`src/rtl/ie_defs_pkg.sv`:
```
// Shared definitions for the host UART debug/load protocol: command bytes and
// the command decoder state encoding.
package ie_defs;

  localparam logic [7:0] CMD_WRITE   = 8'h02;
  localparam logic [7:0] CMD_READ    = 8'h03;
  localparam logic [7:0] CMD_HOLD    = 8'h06;
  localparam logic [7:0] CMD_RELEASE = 8'h07;

  typedef enum logic [2:0] {
    S_IDLE,
    S_ADDR_HI,
    S_ADDR_LO,
    S_DATA,
    S_BUS_WR,
    S_BUS_RD,
    S_TX_RESP,
    S_TX_WAIT
  } state_t;

endpackage

```
`src/rtl/uart_cmd_decoder.sv`:
```
// Host UART command responder: decodes WRITE/READ/HOLD/RELEASE, masters the
// system bus and returns read data. Optional inter-byte timeout: CMD_TIMEOUT_EN.
module uart_cmd_decoder
  import ie_defs::*;
#(
  parameter int unsigned TIMEOUT_CYCLES = 2_500_000
) (
  input  logic        clk,
  input  logic        rst,
  input  logic        rx_valid,
  input  logic [7:0]  rx_data,
  output logic        tx_start,
  output logic [7:0]  tx_data,
  input  logic        tx_active,
  input  logic        tx_done,
  output logic        bus_req,
  output logic        bus_we,
  output logic [15:0] bus_addr,
  output logic [7:0]  bus_wdata,
  input  logic [7:0]  bus_rdata,
  input  logic        bus_ack,
  output logic        cpu_hold,
  output logic        busy
);

  state_t state, state_next;
  logic   is_read;
  logic   timeout;

`ifdef CMD_TIMEOUT_EN
  localparam int unsigned CW = $clog2(TIMEOUT_CYCLES + 1);
  localparam logic [CW-1:0] TMAX = CW'(TIMEOUT_CYCLES);

  logic [CW-1:0] idle_cnt;

  // Saturates at TMAX so a long idle period in IDLE cannot wrap around.
  always_ff @(posedge clk or posedge rst) begin
    if (rst)
      idle_cnt <= '0;
    else if (rx_valid)
      idle_cnt <= '0;
    else if (idle_cnt != TMAX)
      idle_cnt <= idle_cnt + 1'b1;
  end

  assign timeout = (idle_cnt == TMAX);
`else
  assign timeout = 1'b0;
`endif

  always_ff @(posedge clk or posedge rst) begin
    if (rst)
      state <= S_IDLE;
    else
      state <= state_next;
  end

  always_comb begin
    state_next = state;
    case (state)
      S_IDLE:
        if (rx_valid && (rx_data == CMD_WRITE || rx_data == CMD_READ))
          state_next = S_ADDR_HI;
      S_ADDR_HI:
        if (rx_valid)     state_next = S_ADDR_LO;
        else if (timeout) state_next = S_IDLE;
      S_ADDR_LO:
        if (rx_valid)     state_next = is_read ? S_BUS_RD : S_DATA;
        else if (timeout) state_next = S_IDLE;
      S_DATA:
        if (rx_valid)     state_next = S_BUS_WR;
        else if (timeout) state_next = S_IDLE;
      S_BUS_WR:
        if (bus_ack) state_next = S_IDLE;
      S_BUS_RD:
        if (bus_ack) state_next = S_TX_RESP;
      S_TX_RESP:
        if (!tx_active) state_next = S_TX_WAIT;
      S_TX_WAIT:
        if (tx_done) state_next = S_IDLE;
      default:
        state_next = S_IDLE;
    endcase
  end

  always_comb begin
    bus_req = (state == S_BUS_WR) || (state == S_BUS_RD);
    bus_we  = (state == S_BUS_WR);
    busy    = (state != S_IDLE);
  end

  always_ff @(posedge clk or posedge rst) begin
    if (rst) begin
      is_read   <= 1'b0;
      bus_addr  <= '0;
      bus_wdata <= '0;
      cpu_hold  <= 1'b0;
      tx_data   <= '0;
      tx_start  <= 1'b0;
    end else begin
      tx_start <= (state == S_TX_RESP) && !tx_active;
      case (state)
        S_IDLE:
          if (rx_valid) begin
            if (rx_data == CMD_WRITE)   is_read  <= 1'b0;
            if (rx_data == CMD_READ)    is_read  <= 1'b1;
            if (rx_data == CMD_HOLD)    cpu_hold <= 1'b1;
            if (rx_data == CMD_RELEASE) cpu_hold <= 1'b0;
          end
        S_ADDR_HI:
          if (rx_valid) bus_addr[15:8] <= rx_data;
        S_ADDR_LO:
          if (rx_valid) bus_addr[7:0] <= rx_data;
        S_DATA:
          if (rx_valid) bus_wdata <= rx_data;
        S_BUS_RD:
          if (bus_ack) tx_data <= bus_rdata;
        default: ;
      endcase
    end
  end

endmodule

```
`config.mk`:
```
export PLATFORM = sky130hd
export DESIGN_NAME = uart_cmd_decoder
export DESIGN_NICKNAME = d
export VERILOG_FILES = /design/src/rtl/ie_defs_pkg.sv /design/src/rtl/uart_cmd_decoder.sv
export SDC_FILE = /design/constraint.sdc
export NUM_CORES = 1
export LEC_CHECK = 0
export ABC_CLOCK_PERIOD_IN_PS = 4400
export BUFFER_PORTS_ARGS = -buffer_cell sky130_fd_sc_hd__buf_2
export CORE_MARGIN = 2
export CORE_UTILIZATION = 52
export CTS_CLUSTER_SIZE = 14
export DETAILED_ROUTE_END_ITERATION = 6
export PLACE_DENSITY = 0.83
export SLEW_MARGIN = 20
export SYNTH_ARGS = -nofsm -noshare
export SYNTH_HDL_FRONTEND = slang
export SYNTH_SLANG_ARGS = --single-unit
```
`constraint.sdc`:
```
create_clock -name clk -period 4.4 [get_ports clk]
set_clock_uncertainty 0.2 [all_clocks]
set_input_delay 0.88 -clock clk [delete_from_list [all_inputs] [get_ports clk]]
set_output_delay 0.88 -clock clk [all_outputs]
set_load 0.005 [all_outputs]
```
==> results of run 1 <==
==> final timing paths <==
check / slack (ns) / startpoint / depth (start not counted) / endpoint
worst max register to register: 2.21 / state[0] / 2 / bus_addr[14]
worst min register to register: 0.30 / bus_wdata[2] / 2 / bus_wdata[2]
min in group asynchronous: 0.51 / rst / 2 / bus_addr[2]
worst min-delay path: 0.30 / bus_wdata[2] / 2 / bus_wdata[2]
max in group asynchronous: 2.77 / rst / 3 / bus_addr[12]
worst max-delay path: 1.81 / state[0] / 3 / bus_we
==> state kept, by name, indices dropped and copies added (netlist names) <==
signal and flops:
tx_data 8, bus_addr 16, cpu_hold 1, state 3
bus_wdata 8, tx_start 1, is_read 1
==> layout make-up <==
| cell class | instances | area, um^2 | area share, % |
|---|---|---|---|
| Sequential cell | 38 | 951 | 46.5 |
| Multi-Input combinational cell | 70 | 647 | 31.6 |
| Timing Repair Buffer | 59 | 298 | 14.5 |
| Tap cell | 44 | 55.1 | 2.69 |
| Clock buffer | 6 | 51.3 | 2.51 |
| Clock inverter | 1 | 30.0 | 1.47 |
| Inverter | 4 | 15.0 | 0.733 |
==> Yosys cell counts, drive strengths merged <==
library cell / n
dfrtp: 38
mux2: 34
buf: 7
a21oi: 4
inv: 4
nand2: 4
nor2: 4
nand4: 3
and2: 2
mux2i: 2
o21ai: 2
a211o: 1
a211oi: 1
a22o: 1
a311oi: 1
and4bb: 1
nand2b: 1
nand4b: 1
nor2b: 1
nor3: 1
nor4: 1
nor4b: 1
nor4bb: 1
o211a: 1
o221a: 1
or3: 1
==> layout by cell type, fill, tap and decap left out, types with 3 or more instances in the layout <==
cell type	count
nand2_1	4
buf_2	58
nand4_1	3
inv_1	3
a21oi_1	4
dfrtp_1	38
mux2_2	34
nor2_1	4
clkbuf_4	5
==> metrics by stage <==
step | cells | hold slack (ns) | total power [mW] | utilization, % | area (um^2)
after detailed placement | 215 | 0.271 | 1.16 | 64.9 | 1970
after floorplan | 119 | 0.273 | 0.937 | - | 1640
after global placement | 215 | 0.259 | 1.12 | 64.9 | 1970
after CTS | 222 | 0.297 | 1.40 | 67.6 | 2050
final | 222 | 0.295 | 1.38 | 67.6 | 2050
after global routing | 222 | 0.332 | 1.48 | 67.6 | 2050
==> worst reg2reg max path: stages (launching register included) <==
cell      delay (ns)
dfrtp_1         0.66
nor4bb_2        0.80
mux2_2          0.42
==> kinds of logic (layout without fill, tap and decap cells) <==
group / after synthesis / in the layout / synth area share [%]
AO/OA/AOI/OAI: 12 / 12 / 5.18
buffers and inverters: 11 / 70 / 3.12
flip-flops: 38 / 38 / 57.9
multiplexers: 36 / 36 / 24.5
AND/OR/NAND/NOR: 22 / 22 / 9.29
==> routing by layer <==
layer	track usage [%]	wire length (um)
met5	0	0
met4	9.52	51
met3	6.71	149
met2	33.2	1760
met1	27.2	1390
==> power by group <==
part	leakage [nW]	switching, mW	total, mW	internal [mW]
clock	0.0443	0.109	0.242	0.132
combinational	0.516	0.198	0.500	0.302
sequential	0.459	0.130	0.642	0.511
==> metrics.cfg, run 1 <==
[outcome]
status=completed

[setup_path]
critPathTopFamily=flip-flops
arrival_ns=1.51
path_class=reg2out
worst_path_max_delay_cell=dfrtp_1
critPathCaptureType=primary output
slowest_delay_ns=0.57
crit_fanout=15
path_buf_inv=1
start_kind=register
path_cells=nor2_1 -> and2_1 -> buf_2
crit_required_ns=3.32

[sta]
setup_slack_ns=1.81
slew_viol_final=0
worst_pin_slew_ns=0.877
finalSetupViolations=0
fin_crit_sh_pct=58.9
timing.fmax_mhz=386
slew_headroom_pct=40.7
grt_setup_unrepaired=false
hold_viol=0
fin_crit_ns=2.59
finalSetupTns_ns=0

[floorplan]
io_pins=59
core_um2=3030
placementRows=20
fp.dieH_um=60.2
start_util_pct=54.3
dieArea_um2=3620
die_w_um=60.2

[clock_network]
cts_buffers=5
cts_tree=done
path_clk_slew_ns=0.11
clkSinkCount=38
htree_num_levels=2
cts_resized=0
clkLatencyLatePin_ns=0.33
clockBufferDepth=2
cts-root-buf=clkbuf_4
postCtsHoldBufs=0
post_cts_buffers=0

[global_routing]
globalRouteTotalUtil_pct=21.3
grt_max_degree=25
grt_pass1_wl_um=5400
grt_pass1_vias=1156
overflow=0
antenna_found_initial=0

[cells_and_area]
synthToLayoutAreaGrowth_pct=24.6
fillers=238
num_antenna_cells=0
layout.nets=200
post_route_cells_drive_above_1_share_pct=59.6

[logic_synthesis]
synth_top_area_share_pct=57.9
ys_warn_count=0
netlist-cell-type-count=29
synthTopCellsByArea=dfrtp_1 58%, mux2_2 23%, buf_2 1.5%, nor4b_4 1.4%, a21oi_1 1.2%
synth.cell_area_um2=1640
avgSynthCellArea_um2=13.8
ys_ff_latch=38
synthCells=119
yosysTopAreaCell=dfrtp_1
syn-num-nets=141
synth-seq-area-share_pct=57.9

[job]
max-cap-violations=0

[pwr]
peakVddDrop_uv=403
leakagePower_nw=1.02
powerDensity_nw_per_um2=676

[drt]
via_per_inst=5.32
wire_per_inst_um=15.1
totalWireLength_um=3350
detail_route.first_pass.iterations=4
drtIter0Drc=54
ant_nets=0
drcViolationCount=0
vias=1182

[hold_path]
hold_class=reg2reg

[place]
place_congestion=0.804
port_buffers=58
place_hpwl_um=2600
dp_slack_ns=1.77

No activity file was read; power rests on OpenSTA's default activity.
==> run 2, diff against run 1 <==
--- a/config.mk
+++ b/config.mk
@@ -5,13 +5,13 @@
 export SDC_FILE = /design/constraint.sdc
 export NUM_CORES = 1
 export LEC_CHECK = 0
-export ABC_CLOCK_PERIOD_IN_PS = 4400
+export ABC_CLOCK_PERIOD_IN_PS = 2300
 export BUFFER_PORTS_ARGS = -buffer_cell sky130_fd_sc_hd__buf_2
 export CORE_MARGIN = 2
-export CORE_UTILIZATION = 52
+export CORE_UTILIZATION = 44
 export CTS_CLUSTER_SIZE = 14
 export DETAILED_ROUTE_END_ITERATION = 6
-export PLACE_DENSITY = 0.83
+export PLACE_DENSITY = 0.75
 export SLEW_MARGIN = 20
 export SYNTH_ARGS = -nofsm -noshare
 export SYNTH_HDL_FRONTEND = slang
==> constraint.sdc (replaced) <==
create_clock -name clk -period 2.3 [get_ports clk]
set_clock_uncertainty 0.2 [all_clocks]
set_input_delay 0.46 -clock clk [delete_from_list [all_inputs] [get_ports clk]]
set_output_delay 0.46 -clock clk [all_outputs]
set_load 0.005 [all_outputs]
==> run 2 against run 1 <==
- wire length rose by 3.9%
- hold slack got worse by 0.23 ns
- non-clock buffer count rose by 3
- via count did not move
- clock power rose by 130%
- critical path depth did not move
- critical endpoint is now busy
- largest power group unchanged
- highest routed layer unchanged
==> metrics.cfg, run 2 (synthesis results as in run 1) <==
[cells_and_area]
most-common-layout-cells=58 x buf_2, 38 x dfrtp_1, 34 x mux2_2
final_util_pct=57.9  ; -9.8 points
num_antenna_cells=0  ; unchanged
synthToLayoutAreaGrowth_pct=28.0
layout.nets=203  ; +1.5%
final_cells=230  ; +3.6%
reg_top3=bus_addr: 16 flops, bus_wdata: 8 flops, tx_data: 8 flops
post_route_cells_drive_above_1_share_pct=60.4  ; +0.89 points
fillers=322  ; +35%
mostFrequentLayoutCell=buf_2
largest_register_ffs=16  ; unchanged
top_register=bus_addr

[drt]
totalWireLength_um=3480  ; +3.9%
ant_nets=0  ; unchanged
drcViolationCount=0  ; unchanged
drtIter0Drc=64  ; +19%
detail_route.first_pass.iterations=6  ; +2
vias=1182  ; unchanged
via_per_inst=5.14  ; -3.5%
wire_per_inst_um=15.1  ; +0.33%

[sta]
hold_viol=0  ; unchanged
slew_headroom_pct=60.0  ; +19 points
slew_viol_final=0  ; unchanged
worst_pin_slew_ns=0.594  ; -0.283 ns
fin_crit_sh_pct=91.3
hold_slack_ns=0.0660  ; -0.229 ns
fin_crit_ns=2.10
timing.fmax_mhz=476
grt_setup_unrepaired=false
finalSetupViolations=0  ; unchanged
finalSetupTns_ns=0  ; unchanged

[floorplan]
io_pins=59  ; unchanged
dieArea_um2=4240  ; +17%
core_um2=3630  ; +20%
placementRows=22  ; +10%
fp.dieH_um=65.1  ; +8.1%
start_util_pct=45.2  ; -9.0 points
die_w_um=65.1  ; +8.1%

[hold_path]
hold_class=in2async

[clock_network]
cts_resized=0  ; unchanged
post_cts_buffers=0  ; unchanged
postCtsHoldBufs=0  ; unchanged
cts_tree=done
cts-root-buf=clkbuf_8
clockBufferDepth=2  ; unchanged
clkLatencyLatePin_ns=0.29  ; -0.04 ns
cts_buffers=5  ; unchanged
htree_num_levels=2  ; unchanged
path_clk_slew_ns=0.07  ; -0.04 ns
clkSinkCount=38  ; unchanged

[setup_path]
path_class=reg2out
worst_path_max_delay_cell=dfrtp_1
arrival_ns=1.44  ; -0.07 ns
critPathCaptureType=primary output
slowest_delay_ns=0.48  ; -0.09 ns
path_cells=buf_4 -> or3_1 -> buf_2
start_kind=register
cp-startpoint=state[0]
crit_fanout=10  ; -5
crit_required_ns=1.64  ; -1.68 ns
timing.rr.start=state[1]

[pwr]
finalPower_mw=2.76  ; +100%
leakagePower_nw=1.05  ; +2.9%
peakVddDrop_uv=694  ; +72%
powerDensity_nw_per_um2=1310  ; +95%

[place]
port_buffers=58  ; unchanged
place_hpwl_um=2560  ; -1.5%
place_congestion=0.786  ; -2.2%
place_inst=222  ; +3.3%

[global_routing]
grt_max_degree=39  ; +56%
grt_pass1_vias=1241  ; +7.4%
antenna_found_initial=0  ; unchanged
globalRouteTotalUtil_pct=18.5  ; -2.8 points
overflow=0  ; unchanged
grt_pass1_wl_um=5940  ; +10%

[outcome]
status=completed

[job]
max-cap-violations=0  ; unchanged

## run 2: cell types whose count changed in the layout (fill, tap and decap cells not counted)
cell,previous run,this run
clkbuf_8,1,5
clkbuf_4,5,0
clkinv_2,0,2
buf_4,1,4
## run 2: critical path, delay by kind of cell, from the launching register on
| kind | cells | cell delay, ns |
|---|---|---|
| flops | 1 | 0.48 |
| buf+inv | 2 | 0.34 |
| simple gates | 1 | 0.33 |
## run 2: power by group
| part | total (mW) | switching [mW] | leakage [nW] | internal, mW |
|---|---|---|---|---|
| Combinational | 1.00 | 0.404 | 0.532 | 0.598 |
| Clock | 0.549 | 0.230 | 0.0579 | 0.319 |
| Sequential | 1.21 | 0.232 | 0.459 | 0.982 |
| Total | 2.76 | 0.865 | 1.05 | 1.90 |
## run 2: stage by stage
step	instance area [um^2]	setup WS, ns
floorplan	1640	0.575
global placement	1990	0.419
CTS	2100	0.189
detailed placement	1990	0.364
global route	2100	0.140
finish	2100	0.199
## run 2: area by class of cell
cell class | instances | area, um^2 | area share [%]
clock buffers | 5 | 68.8 | 3.27
inverters | 4 | 15.0 | 0.714
well taps | 48 | 60.1 | 2.86
flip-flops and latches | 38 | 951 | 45.2
repair buffers | 62 | 320 | 15.2
multi-input cells | 70 | 647 | 30.8
clock inverters | 3 | 40.0 | 1.90
## run 2: path summary, 6_finish.rpt
check | depth (start not counted) | slack [ns] | to
setup / recovery | 3 | 0.20 | busy
hold / removal | 3 | 0.07 | bus_wdata[4]
setup reg to reg | 4 | 0.37 | bus_addr[4]
hold reg to reg | 1 | 0.31 | tx_data[5]
max in group asynchronous | 3 | 1.50 | cpu_hold
min in group clk | 2 | 0.15 | tx_start
## run 2: metal layers
layer,global-route usage [%],vias up,wire [um]
met1,23.1,582,1430
li1,-,555,-
met2,31.4,39,1780
met5,0,-,0
met3,5.14,6,226
met4,5.73,0,44
